[src/rtl/hdmi_period_sequencer_if.sv]
// hdmi_period_sequencer_if
// Raster and TMDS-period bus between the period sequencer (master) and the
// packet source / TMDS channel encoders (slave). Clock and reset stay outside
// the interface as plain ports of the sequencer.
interface hdmi_period_sequencer_if;

    // Packet handshake
    logic       packet_pending;     // source has a 32-word packet ready
    logic       packet_ack;         // one-cycle pulse on the last data word
    logic [4:0] packet_word_idx;    // word index during island data, else 0

    // Raster position and syncs
    logic [9:0] cx;                 // current column
    logic [9:0] cy;                 // current line
    logic       hsync;              // active-low
    logic       vsync;              // active-low

    // Period classification for the channel encoders
    logic [2:0] mode;               // TMDS period type of the current pixel
    logic [3:0] ctl;                // CTL3..0 for channels 1/2
    logic       video_data_enable;  // high iff mode is video data

    // Sequencer side
    modport master (
        input  packet_pending,
        output packet_ack, packet_word_idx,
        output cx, cy, hsync, vsync,
        output mode, ctl, video_data_enable
    );

    // Packet source / encoder side
    modport slave (
        output packet_pending,
        input  packet_ack, packet_word_idx,
        input  cx, cy, hsync, vsync,
        input  mode, ctl, video_data_enable
    );

endinterface

[src/rtl/hdmi_period_sequencer.sv]
// hdmi_period_sequencer
// Pixel-domain raster counter, sync generator and TMDS period scheduler.
// Every pixel clock is classified as control, video preamble / guard band /
// data, or data-island preamble / guard band / data. At most one 32-word
// packet is placed in each horizontal blanking interval.
//
// Build option: define HDMI_PERIOD_SEQ_DVI_EN for DVI-only output (no data
// islands, no video preamble or guard band, packet_pending ignored).
module hdmi_period_sequencer #(
    parameter int FRAME_WIDTH    = 800,  // total pixels per line
    parameter int FRAME_HEIGHT   = 525,  // total lines per frame
    parameter int SCREEN_START_X = 160,  // first active pixel column
    parameter int SCREEN_START_Y = 45,   // first active line
    parameter int HSYNC_START    = 16,   // first cx with hsync asserted
    parameter int HSYNC_LEN      = 96,   // hsync width in pixels
    parameter int VSYNC_START    = 10,   // first cy with vsync asserted
    parameter int VSYNC_LEN      = 2,    // vsync height in lines
    parameter int DI_START       = 0     // cx of the first island preamble cycle
) (
    input  logic                    clk_pixel,
    input  logic                    reset,
    hdmi_period_sequencer_if.master bus
);

    // ------------------------------------------------------------------
    // Period encoding seen by the TMDS channel encoders
    // ------------------------------------------------------------------
    typedef enum logic [2:0] {
        PERIOD_CTRL     = 3'd0,
        PERIOD_VID_PRE  = 3'd1,
        PERIOD_VID_GB   = 3'd2,
        PERIOD_VID_DATA = 3'd3,
        PERIOD_DI_PRE   = 3'd4,
        PERIOD_DI_GB    = 3'd5,
        PERIOD_DI_DATA  = 3'd6
    } period_e;

    localparam logic [3:0] CTL_NONE    = 4'b0000;
    localparam logic [3:0] CTL_VID_PRE = 4'b0001;
    localparam logic [3:0] CTL_DI_PRE  = 4'b0101;

    // Raster landmarks, pre-sized to the 10-bit counters
    localparam logic [9:0] X_LAST   = 10'(FRAME_WIDTH - 1);
    localparam logic [9:0] Y_LAST   = 10'(FRAME_HEIGHT - 1);
    localparam logic [9:0] X_ACTIVE = 10'(SCREEN_START_X);
    localparam logic [9:0] Y_ACTIVE = 10'(SCREEN_START_Y);
    localparam logic [9:0] X_VPRE   = 10'(SCREEN_START_X - 10);
    localparam logic [9:0] X_VGB    = 10'(SCREEN_START_X - 2);
    localparam logic [9:0] HS_FIRST = 10'(HSYNC_START);
    localparam logic [9:0] HS_END   = 10'(HSYNC_START + HSYNC_LEN);
    localparam logic [9:0] VS_FIRST = 10'(VSYNC_START);
    localparam logic [9:0] VS_END   = 10'(VSYNC_START + VSYNC_LEN);

    // Island layout as offsets from DI_START
    localparam logic [9:0] DI_FIRST    = 10'(DI_START);
    localparam logic [9:0] DI_OFF_LGB  = 10'd8;   // leading guard band
    localparam logic [9:0] DI_OFF_DATA = 10'd10;  // first packet word
    localparam logic [9:0] DI_OFF_ACK  = 10'd41;  // last packet word
    localparam logic [9:0] DI_OFF_TGB  = 10'd42;  // trailing guard band
    localparam logic [9:0] DI_LEN      = 10'd44;  // flag clears here
    localparam logic [9:0] DI_END      = 10'(DI_START + 44);

    // ------------------------------------------------------------------
    // Elaboration-time parameter sanity
    // ------------------------------------------------------------------
    if (DI_START + 44 > SCREEN_START_X - 10) begin : g_di_overlap_check
        $error("hdmi_period_sequencer: DI_START+44 must be <= SCREEN_START_X-10 so islands cannot overlap the video preamble");
    end

    if (FRAME_WIDTH > 1024 || FRAME_HEIGHT > 1024) begin : g_counter_width_check
        $error("hdmi_period_sequencer: FRAME_WIDTH and FRAME_HEIGHT must fit the 10-bit raster counters");
    end

    // ------------------------------------------------------------------
    // State
    // ------------------------------------------------------------------
    logic [9:0] cx_q,     cx_d;
    logic [9:0] cy_q,     cy_d;
    logic       hsync_q,  hsync_d;
    logic       vsync_q,  vsync_d;
    period_e    mode_q,   mode_d;
    logic [3:0] ctl_q,    ctl_d;
    logic       vde_q,    vde_d;
    logic       ack_q,    ack_d;
    logic [4:0] idx_q,    idx_d;
    logic       island_q, island_d;   // a packet is committed to the current line

    // Decode helpers
    logic [9:0] di_off;
    logic       video_line;

    // Raster counters: cx every clock, cy on each cx wrap.
    always_comb begin
        // NOTE: every variable driven here gets a default first so no path leaves it unassigned and no latch is inferred.
        cx_d = cx_q + 10'd1;
        cy_d = cy_q;
        if (cx_q == X_LAST) begin
            cx_d = '0;
            cy_d = (cy_q == Y_LAST) ? '0 : cy_q + 10'd1;
        end
    end

`ifdef HDMI_PERIOD_SEQ_DVI_EN
    // DVI-only: islands never commit and the packet source is not observed.
    logic unused_packet_pending;
    assign unused_packet_pending = bus.packet_pending;

    always_comb begin
        island_d = 1'b0;
    end
`else
    // Island arbitration: commit on the last pixel of a line, release after the trailing guard band.
    always_comb begin
        island_d = island_q;
        if (cx_q == X_LAST) begin
            island_d = bus.packet_pending;
        end else if (cx_d == DI_END) begin
            island_d = 1'b0;
        end
    end
`endif

    // Next-pixel classification; decoded from the next raster position so registered outputs line up with cx/cy.
    always_comb begin
        mode_d     = PERIOD_CTRL;
        ctl_d      = CTL_NONE;
        ack_d      = 1'b0;
        idx_d      = '0;
        di_off     = cx_d - DI_FIRST;
        video_line = (cy_d >= Y_ACTIVE);

        hsync_d = !((cx_d >= HS_FIRST) && (cx_d < HS_END));
        vsync_d = !((cy_d >= VS_FIRST) && (cy_d < VS_END));

        // Video periods take priority over islands.
        if (video_line && (cx_d >= X_ACTIVE)) begin
            mode_d = PERIOD_VID_DATA;
        end
`ifndef HDMI_PERIOD_SEQ_DVI_EN
        else if (video_line && (cx_d >= X_VPRE) && (cx_d < X_VGB)) begin
            mode_d = PERIOD_VID_PRE;
            ctl_d  = CTL_VID_PRE;
        end else if (video_line && (cx_d >= X_VGB)) begin
            mode_d = PERIOD_VID_GB;
        end else if (island_d && (di_off < DI_LEN)) begin
            // di_off wraps to a large value left of DI_START, so one compare bounds both ends.
            if (di_off < DI_OFF_LGB) begin
                mode_d = PERIOD_DI_PRE;
                ctl_d  = CTL_DI_PRE;
            end else if (di_off < DI_OFF_DATA || di_off >= DI_OFF_TGB) begin
                mode_d = PERIOD_DI_GB;
            end else begin
                mode_d = PERIOD_DI_DATA;
                idx_d  = 5'(di_off - DI_OFF_DATA);
            end
            ack_d = (di_off == DI_OFF_ACK);
        end
`endif

        vde_d = (mode_d == PERIOD_VID_DATA);
    end

    // Register every output so the whole bus changes together on the pixel clock.
    always_ff @(posedge clk_pixel or posedge reset) begin
        // NOTE: sequential state uses non-blocking assignments so all registers update from the same pre-edge values.
        if (reset) begin
            cx_q     <= '0;
            cy_q     <= '0;
            hsync_q  <= 1'b1;
            vsync_q  <= 1'b1;
            mode_q   <= PERIOD_CTRL;
            ctl_q    <= CTL_NONE;
            vde_q    <= 1'b0;
            ack_q    <= 1'b0;
            idx_q    <= '0;
            island_q <= 1'b0;
        end else begin
            cx_q     <= cx_d;
            cy_q     <= cy_d;
            hsync_q  <= hsync_d;
            vsync_q  <= vsync_d;
            mode_q   <= mode_d;
            ctl_q    <= ctl_d;
            vde_q    <= vde_d;
            ack_q    <= ack_d;
            idx_q    <= idx_d;
            island_q <= island_d;
        end
    end

    // Drive the bus straight from the registers.
    assign bus.cx                = cx_q;
    assign bus.cy                = cy_q;
    assign bus.hsync             = hsync_q;
    assign bus.vsync             = vsync_q;
    assign bus.mode              = mode_q;
    assign bus.ctl               = ctl_q;
    assign bus.video_data_enable = vde_q;
    assign bus.packet_ack        = ack_q;
    assign bus.packet_word_idx   = idx_q;

endmodule

[src/flat_wrapper.sv]
// flat-port wrapper written by rule: the top's interface ports become plain ports
module hdmi_period_sequencer_flat 
#(
    parameter int FRAME_WIDTH    = 800,                          
    parameter int FRAME_HEIGHT   = 525,                          
    parameter int SCREEN_START_X = 160,                              
    parameter int SCREEN_START_Y = 45,                       
    parameter int HSYNC_START    = 16,                                  
    parameter int HSYNC_LEN      = 96,                           
    parameter int VSYNC_START    = 10,                                  
    parameter int VSYNC_LEN      = 2,                            
    parameter int DI_START       = 0                                             
)
  (clk_pixel, reset, bus_packet_pending, bus_packet_ack, bus_packet_word_idx, bus_cx, bus_cy, bus_hsync, bus_vsync, bus_mode, bus_ctl, bus_video_data_enable);
  hdmi_period_sequencer_if bus_i ();
  input  logic clk_pixel;
  input  logic reset;
  input wire logic [$bits(bus_i.packet_pending)-1:0] bus_packet_pending;
  output wire logic [$bits(bus_i.packet_ack)-1:0] bus_packet_ack;
  output wire logic [$bits(bus_i.packet_word_idx)-1:0] bus_packet_word_idx;
  output wire logic [$bits(bus_i.cx)-1:0] bus_cx;
  output wire logic [$bits(bus_i.cy)-1:0] bus_cy;
  output wire logic [$bits(bus_i.hsync)-1:0] bus_hsync;
  output wire logic [$bits(bus_i.vsync)-1:0] bus_vsync;
  output wire logic [$bits(bus_i.mode)-1:0] bus_mode;
  output wire logic [$bits(bus_i.ctl)-1:0] bus_ctl;
  output wire logic [$bits(bus_i.video_data_enable)-1:0] bus_video_data_enable;
  assign bus_i.packet_pending = bus_packet_pending;
  assign bus_packet_ack = bus_i.packet_ack;
  assign bus_packet_word_idx = bus_i.packet_word_idx;
  assign bus_cx = bus_i.cx;
  assign bus_cy = bus_i.cy;
  assign bus_hsync = bus_i.hsync;
  assign bus_vsync = bus_i.vsync;
  assign bus_mode = bus_i.mode;
  assign bus_ctl = bus_i.ctl;
  assign bus_video_data_enable = bus_i.video_data_enable;
  hdmi_period_sequencer #(.FRAME_WIDTH(FRAME_WIDTH), .FRAME_HEIGHT(FRAME_HEIGHT), .SCREEN_START_X(SCREEN_START_X), .SCREEN_START_Y(SCREEN_START_Y), .HSYNC_START(HSYNC_START), .HSYNC_LEN(HSYNC_LEN), .VSYNC_START(VSYNC_START), .VSYNC_LEN(VSYNC_LEN), .DI_START(DI_START)) u_core (.clk_pixel(clk_pixel), .reset(reset), .bus(bus_i));
endmodule
[config.mk]
export PLATFORM = sky130hd
export DESIGN_NAME = hdmi_period_sequencer_flat
export DESIGN_NICKNAME = d
export VERILOG_FILES = /design/src/rtl/hdmi_period_sequencer_if.sv /design/src/rtl/hdmi_period_sequencer.sv /design/src/flat_wrapper.sv
export SDC_FILE = /design/constraint.sdc
export NUM_CORES = 1
export LEC_CHECK = 0
export CELL_PAD_IN_SITES_DETAIL_PLACEMENT = 1
export CELL_PAD_IN_SITES_GLOBAL_PLACEMENT = 1
export CORE_ASPECT_RATIO = 0.7
export CORE_MARGIN = 1.5
export CORE_UTILIZATION = 36
export CTS_CLUSTER_DIAMETER = 80
export CTS_CLUSTER_SIZE = 25
export DETAILED_ROUTE_END_ITERATION = 12
export GPL_ROUTABILITY_DRIVEN = 0
export PLACE_DENSITY_LB_ADDON = 0.1
export SLEW_MARGIN = 40
export SYNTH_ARGS = -nofsm -noshare
export SYNTH_HDL_FRONTEND = slang
export SYNTH_SLANG_ARGS = --single-unit
[constraint.sdc]
create_clock -name clk_pixel -period 3.1 [get_ports clk_pixel]
set_clock_uncertainty 0.2 [all_clocks]
set_input_delay 0.465 -clock clk_pixel [delete_from_list [all_inputs] [get_ports clk_pixel]]
set_output_delay 0.465 -clock clk_pixel [all_outputs]
set_load 0.03 [all_outputs]
== After elaboration in Yosys (flattened, before gate mapping) ==
Index checks and enable logic that the tools add are counted.
Storage, ports and cells
  flip-flop bits (word level): 37
  word-level logic and storage cells: 67
  output and inout bits: 36
  input bits: 3
Cells by class
  add/sub/neg operators: 3
  equality and inequality tests: 5
  reductions and logical operators: 10
  muxes and demuxes: 26
  order comparisons: 13
Operators with widths (count)
  >= comparator 10 x 8 -> 1 bit, second input constant: 3
  < comparator 10 x 4 -> 1 bit, second input constant: 3
  2-to-1 mux 10 bit: 3
  2-to-1 mux 5 bit: 6
  adder 10 x 1 -> 10 bit, second input constant: 2
  == test 10 bit, second input constant: 2
  == test 10 x 6 -> 1 bit, second input constant: 2
  >= comparator 10 x 6 -> 1 bit, second input constant: 2
  2-to-1 mux 3 bit: 6
  2-to-1 mux 4 bit: 4
  >= comparator 10 x 4 -> 1 bit, second input constant: 1
  >= comparator 10 x 5 -> 1 bit, second input constant: 1
  < comparator 10 x 6 -> 1 bit, second input constant: 1
  < comparator 10 x 7 -> 1 bit, second input constant: 1
  < comparator 10 x 8 -> 1 bit, second input constant: 1
  logical AND 1 bit: 7
  2-to-1 mux 1 bit: 6
  subtractor 5 x 4 -> 5 bit, second input constant: 1
  == test 3 x 2 -> 1 bit, second input constant: 1
  logical NOT 1 bit: 2
  2-to-1 mux 2 bit: 1
  logical OR 1 bit: 1

== Longest topological paths before layout ==
  depth in word-level cells: 11
  mapped depth: 11
  gate-level depth less buffers: 9

== Least setup slack after synthesis ==
OpenSTA, ideal clock, no wires.
  path type: register to register
  start: register u_core.cx_q[0] (netlist: u_core.bus.cx[0])
  end: register u_core.mode_q[1] (netlist: u_core.bus.mode[1])
  cell stages (with the launch flop): 10
  period minus slack after synthesis: 3.230 ns
  setup slack: -0.130 ns
  required time: 2.771 ns
  buffers on the path: 1
  library setup time: 0.129 ns
  arrival time: 2.901 ns
  cells stage by stage: dfrtp_1 ha_1 buf_6 nand4_4 or3_4 or4_4 a22oi_2 a2111oi_2 or4b_1 a21boi_1
On the way
  elaborated cells between the ends (all ways): 28
  those cells by class: add/sub: 1; order compare: 9; eq/ne: 2; mux: 10; reduce/logical: 6
RTL lines
  start, declared: line hdmi_period_sequencer.sv:77  | logic [9:0] cx_q, cx_d;
  start signal, assigned: line hdmi_period_sequencer.sv:167  | cx_q <= '0;
  start signal, assigned: line hdmi_period_sequencer.sv:178  | cx_q <= cx_d;
  == test 10 bit *: line hdmi_period_sequencer.sv:97  | if (cx_q == X_LAST) begin
  2-to-1 mux 10 bit *: line hdmi_period_sequencer.sv:97
  named net u_core.cy_d[9]: line hdmi_period_sequencer.sv:78  | logic [9:0] cy_q, cy_d;
  >= comparator 10 x 6 -> 1 bit *: line hdmi_period_sequencer.sv:130  | video_line = (cy_d >= Y_ACTIVE);
  logical AND 1 bit (on tied branches): line hdmi_period_sequencer.sv:143, hdmi_period_sequencer.sv:140
  2-to-1 mux 3 bit / logical AND 1 bit (equally long branches): line hdmi_period_sequencer.sv:143, hdmi_period_sequencer.sv:140
  2-to-1 mux 3 bit: line hdmi_period_sequencer.sv:140  | else if (video_line && (cx_d >= X_VPRE) && (cx_d < X_VGB)) begin
  2-to-1 mux 3 bit *: line hdmi_period_sequencer.sv:136  | if (video_line && (cx_d >= X_ACTIVE)) begin
  named net u_core.mode_d[1]: line hdmi_period_sequencer.sv:81  | period_e mode_q, mode_d;
  end signal, assigned: line hdmi_period_sequencer.sv:182  | mode_q <= mode_d;
  end, declared: line hdmi_period_sequencer.sv:81
Mark *: on every way through the listed nets, which the timed path passes. The rest lies on a longest branch.

== Worst setup path after layout ==
  start: register u_core.cx_q[1] (netlist: u_core.bus.cx[1])
  end: register u_core.mode_q[1] (netlist: u_core.bus.mode[1])
The elaborated chain is that of the path after synthesis.

==> run summary <==
Worst slew margin relative to its limit = 0.6010
Dpl cell area = 0.002641 mm2
Arr. time, crit path = 3.00 ns
Hold_sp = u_core.bus.cy[8]
Critical Path Max Stage Delay = 0.52 ns
Latest clock arrival within the worst-skew pair = 0.29 ns
CP cell instances = ha_2 -> nand4_4 -> or3_4 -> or4_4 -> a22oi_2 -> a2111oi_4 -> or4b_1 -> a21boi_1
Count of buffers added by post-CTS timing repair for setup = 0
Predominant post-synthesis flop cell = dfrtp_1
Worst reg2reg startpoint = u_core.bus.cx[1]
Num CTS Buffers = 5
Remaining Overflow, GRT = 0
Final Hold Violating Endpoints = 0
Overall power consumption = 0.9807 mW
Antenna violations before repair = 0
Vertical die dimension = 67.43 um
Post-synthesis share of cell area spent on full adders, half adders and majority gates = 0.04689
Nets = 284
CTS H-Tree Depth = 2
Clock slew seen by the registers of the worst setup and hold paths = 0.08 ns
Commonest cells after routing, fill and taps aside = clkdlybuf4s50_1 (36), dfrtp_1 (31), nor2_1 (23), buf_4 (19), nand3_1 (16)
Seq/Total Area, Yosys = 0.4115
Area of the core = 0.005727 mm2
Setup slack of the worst register-to-register path = 0.08 ns
Post-synth EDFFs = 0
# port buffers = 36
Via count of the first global-routing pass = 1,803
Crit-path max FO = 7
Combined buffer and inverter count along the critical path = 0
Capturing element type of the critical path = register
Synthesized cell area = 0.002135 mm2
Root cell of the clock tree = clkbuf_8
Area share of and/or/nand/nor cells after synthesis = 0.2696
Total number of vias = 1,831
Die width = 95.04 um
Boundary Pins = 39
Routed wire length = 6039 um
Vias per std cell = 5.246
Pwr Density = 349.4 mW/mm2
Number of nets still failing antenna checks after routing = 0
Die area = 0.006408 mm2
Shortest period the worst path allows = 3.019 ns
Finished Cell Area = 0.002806 mm2
Most common library cell in the layout ignoring fill and taps = clkdlybuf4s50_1
Area fraction in compound gates after synthesis = 0.1471
Fraction of synthesized area in multiplexers = 0
Total of warnings raised by yosys = 0
Final critical-path share of the clock period = 0.9740
Endpoint of the worst hold path = u_core.bus.cy[8]
Worst hold path class = register to register
DRC Markers = 0
Area share of xor/xnor cells in the synthesized design = 0.06155
Post-synth ARST share = 1.000
Largest net degree at the start of global routing = 36
Detailed router's first-iteration violation count = 103
Cells after Synth = 223
Dominant combinational cell family by area after synthesis = simple AND/OR/NAND/NOR gates
Signed area change from the synthesized netlist to the final layout = 31.48%
Sinks on the clock net = 35
Data required time of the critical path = 3.08 ns
Worst-Margin Slew = 0.5965 ns
Rows = 23
Cts-stage hold buffer count = 0
Global-route usage over all layers = 0.2098
Kind of cell adding the most delay to the critical path = simple AND/OR/NAND/NOR gates
Destination of the worst register-to-register timing path = u_core.bus.mode[1]
Synthesized flop and latch total = 35
Avg Inst Size Synth = 9.572 um2
Leakage power total = 1.180 nW
Outcome = complete, no violations
First-pass iteration count of the detailed router = 4
Cell count of the worst hold path = 1
Path type of the worst setup path = register to register
Number of gates on the worst path with buffers counted = 8
Initial core utilization = 0.3727
Global-route wire length before repair = 9998 um
Maximum clock frequency = 331.2 MHz
Final worst setup slack = 0.08067 ns
TNS Setup = 0 ns
Layout cell share with drive strength beyond 1 = 0.1788
Layout Cells excl Fill = 349
R2r worst-path depth = 8
Worst voltage drop across the vdd grid = 0.1859 mV
Number of unique standard cell types used by synthesis = 57
Max Buffers Root-to-Sink = 2
Post-place setup slack = 0.1183 ns
Worst-path cell with the longest stage delay = or4_4
CP startpoint kind = register
Placed cell count = 341
Max-slew violation total from the final report = 0
Count of inserted antenna diode cells = 0
Max-cap viol count = 0
Routed length per placed instance = 17.30 um
DPL Wire Length = 4538 um
Unrepaired setup endpoints after global routing = yes
CTS tree = built
Final setup violating endpoints = 0
==> power by group <==
part | switching (mW) | internal (mW)
Clock | 0.187 | 0.321
Combinational | 0.0133 | 0.00315
Sequential | 0 | 0.456
Total | 0.200 | 0.780
==> per-layer routing <==
layer  track usage  vias to the layer above  part of all wire  routed length (um)
li1              -                      892                 -                   -
met1        0.3511                      895              0.57                3469
met2        0.2688                       42              0.38                2285
met3       0.04054                        2             0.043                 258
met4       0.03358                        0            0.0041                  25
met5             0                        -                 0                   0
==> layout make-up <==
type	count	area, um2
Clock buffer	5	68.82
Clock inverter	3	67.56
Fill cell	676	2920
Inverter	8	30.03
Multi-Input combinational cell	168	1162
Sequential cell	35	880.8
Tap cell	75	93.84
Timing Repair Buffer	55	503.0
==> cells by family after synthesis <==
family / Yosys count
and+or+nand+nor: 98
AOI/OAI and AO/OA: 45
DFF: 35
adders and majority gates: 8
buffers and inverters: 21
other: 1
xor gates and xnor gates: 15
==> through the flow <==
stage / hold slack (ns) / util
2_1_floorplan: 0.4177 / -
5_1_grt: 0.4005 / 0.4901
3_3_place_gp: 0.3309 / 0.4612
3_5_place_dp: 0.3551 / 0.4612
4_1_cts: 0.3733 / 0.4850
6_report: 0.3641 / 0.4901
==> registers in the layout, indices dropped and copies added (netlist names) <==
register and cells:
u_core.bus.packet_ack 1, u_core.bus.hsync 1, u_core.bus.ctl 2, u_core.island_q 1, u_core.bus.packet_word_idx 5, u_core.bus.mode 3
u_core.bus.cy 10, u_core.bus.cx 10, u_core.bus.video_data_enable 1, u_core.bus.vsync 1
==> cells in the mapped netlist (3+ instances only) <==
library cell | n | area (um2)
nand3_1 | 16 | 80.08
nor4_1 | 3 | 18.77
clkbuf_1 | 4 | 15.01
dfrtp_1 | 33 | 825.8
nand2b_1 | 4 | 25.02
ha_1 | 8 | 100.1
xnor2_1 | 6 | 52.55
nand3b_1 | 5 | 37.54
nand2_1 | 14 | 52.55
o21ai_0 | 10 | 50.05
nor3_1 | 7 | 35.03
a21oi_1 | 9 | 45.04
and3_1 | 3 | 18.77
o21bai_1 | 3 | 22.52
inv_1 | 8 | 30.03
o31ai_1 | 4 | 30.03
and4_2 | 3 | 30.03
xor2_1 | 9 | 78.83
nor2_1 | 23 | 86.33
and3_2 | 3 | 22.52
==> worst reg2reg max path, cell delays in order (launching register included) <==
cell and delay [ns]:
dfrtp_2 0.43, ha_2 0.22, nand4_4 0.14, or3_4 0.44, or4_4 0.52, a22oi_2 0.24, a2111oi_4 0.08, or4b_1 0.50
a21boi_1 0.15
==> timing repair <==
item | in CTS | in global routing
endpoints found under the hold margin | 0 | 0
resized for setup | 0 | 4
setup endpoints to repair | 0 | 3
==> worst max-delay path by stage <==
| stage | from | to | slack (ns) |
|---|---|---|---|
| floorplan | u_core.bus.cx[0] | u_core.bus.mode[1] | 0.02 |
| global route | u_core.bus.cx[1] | u_core.bus.mode[1] | -0.02 |
| global placement | u_core.bus.cx[1] | u_core.bus.mode[1] | 0.15 |
| CTS | u_core.bus.cx[1] | u_core.bus.mode[0] | 0.10 |
| detailed placement | u_core.bus.cx[1] | u_core.bus.mode[0] | 0.12 |
| finish | u_core.bus.cx[1] | u_core.bus.mode[1] | 0.08 |
Power figures use the tool's default switching activity.
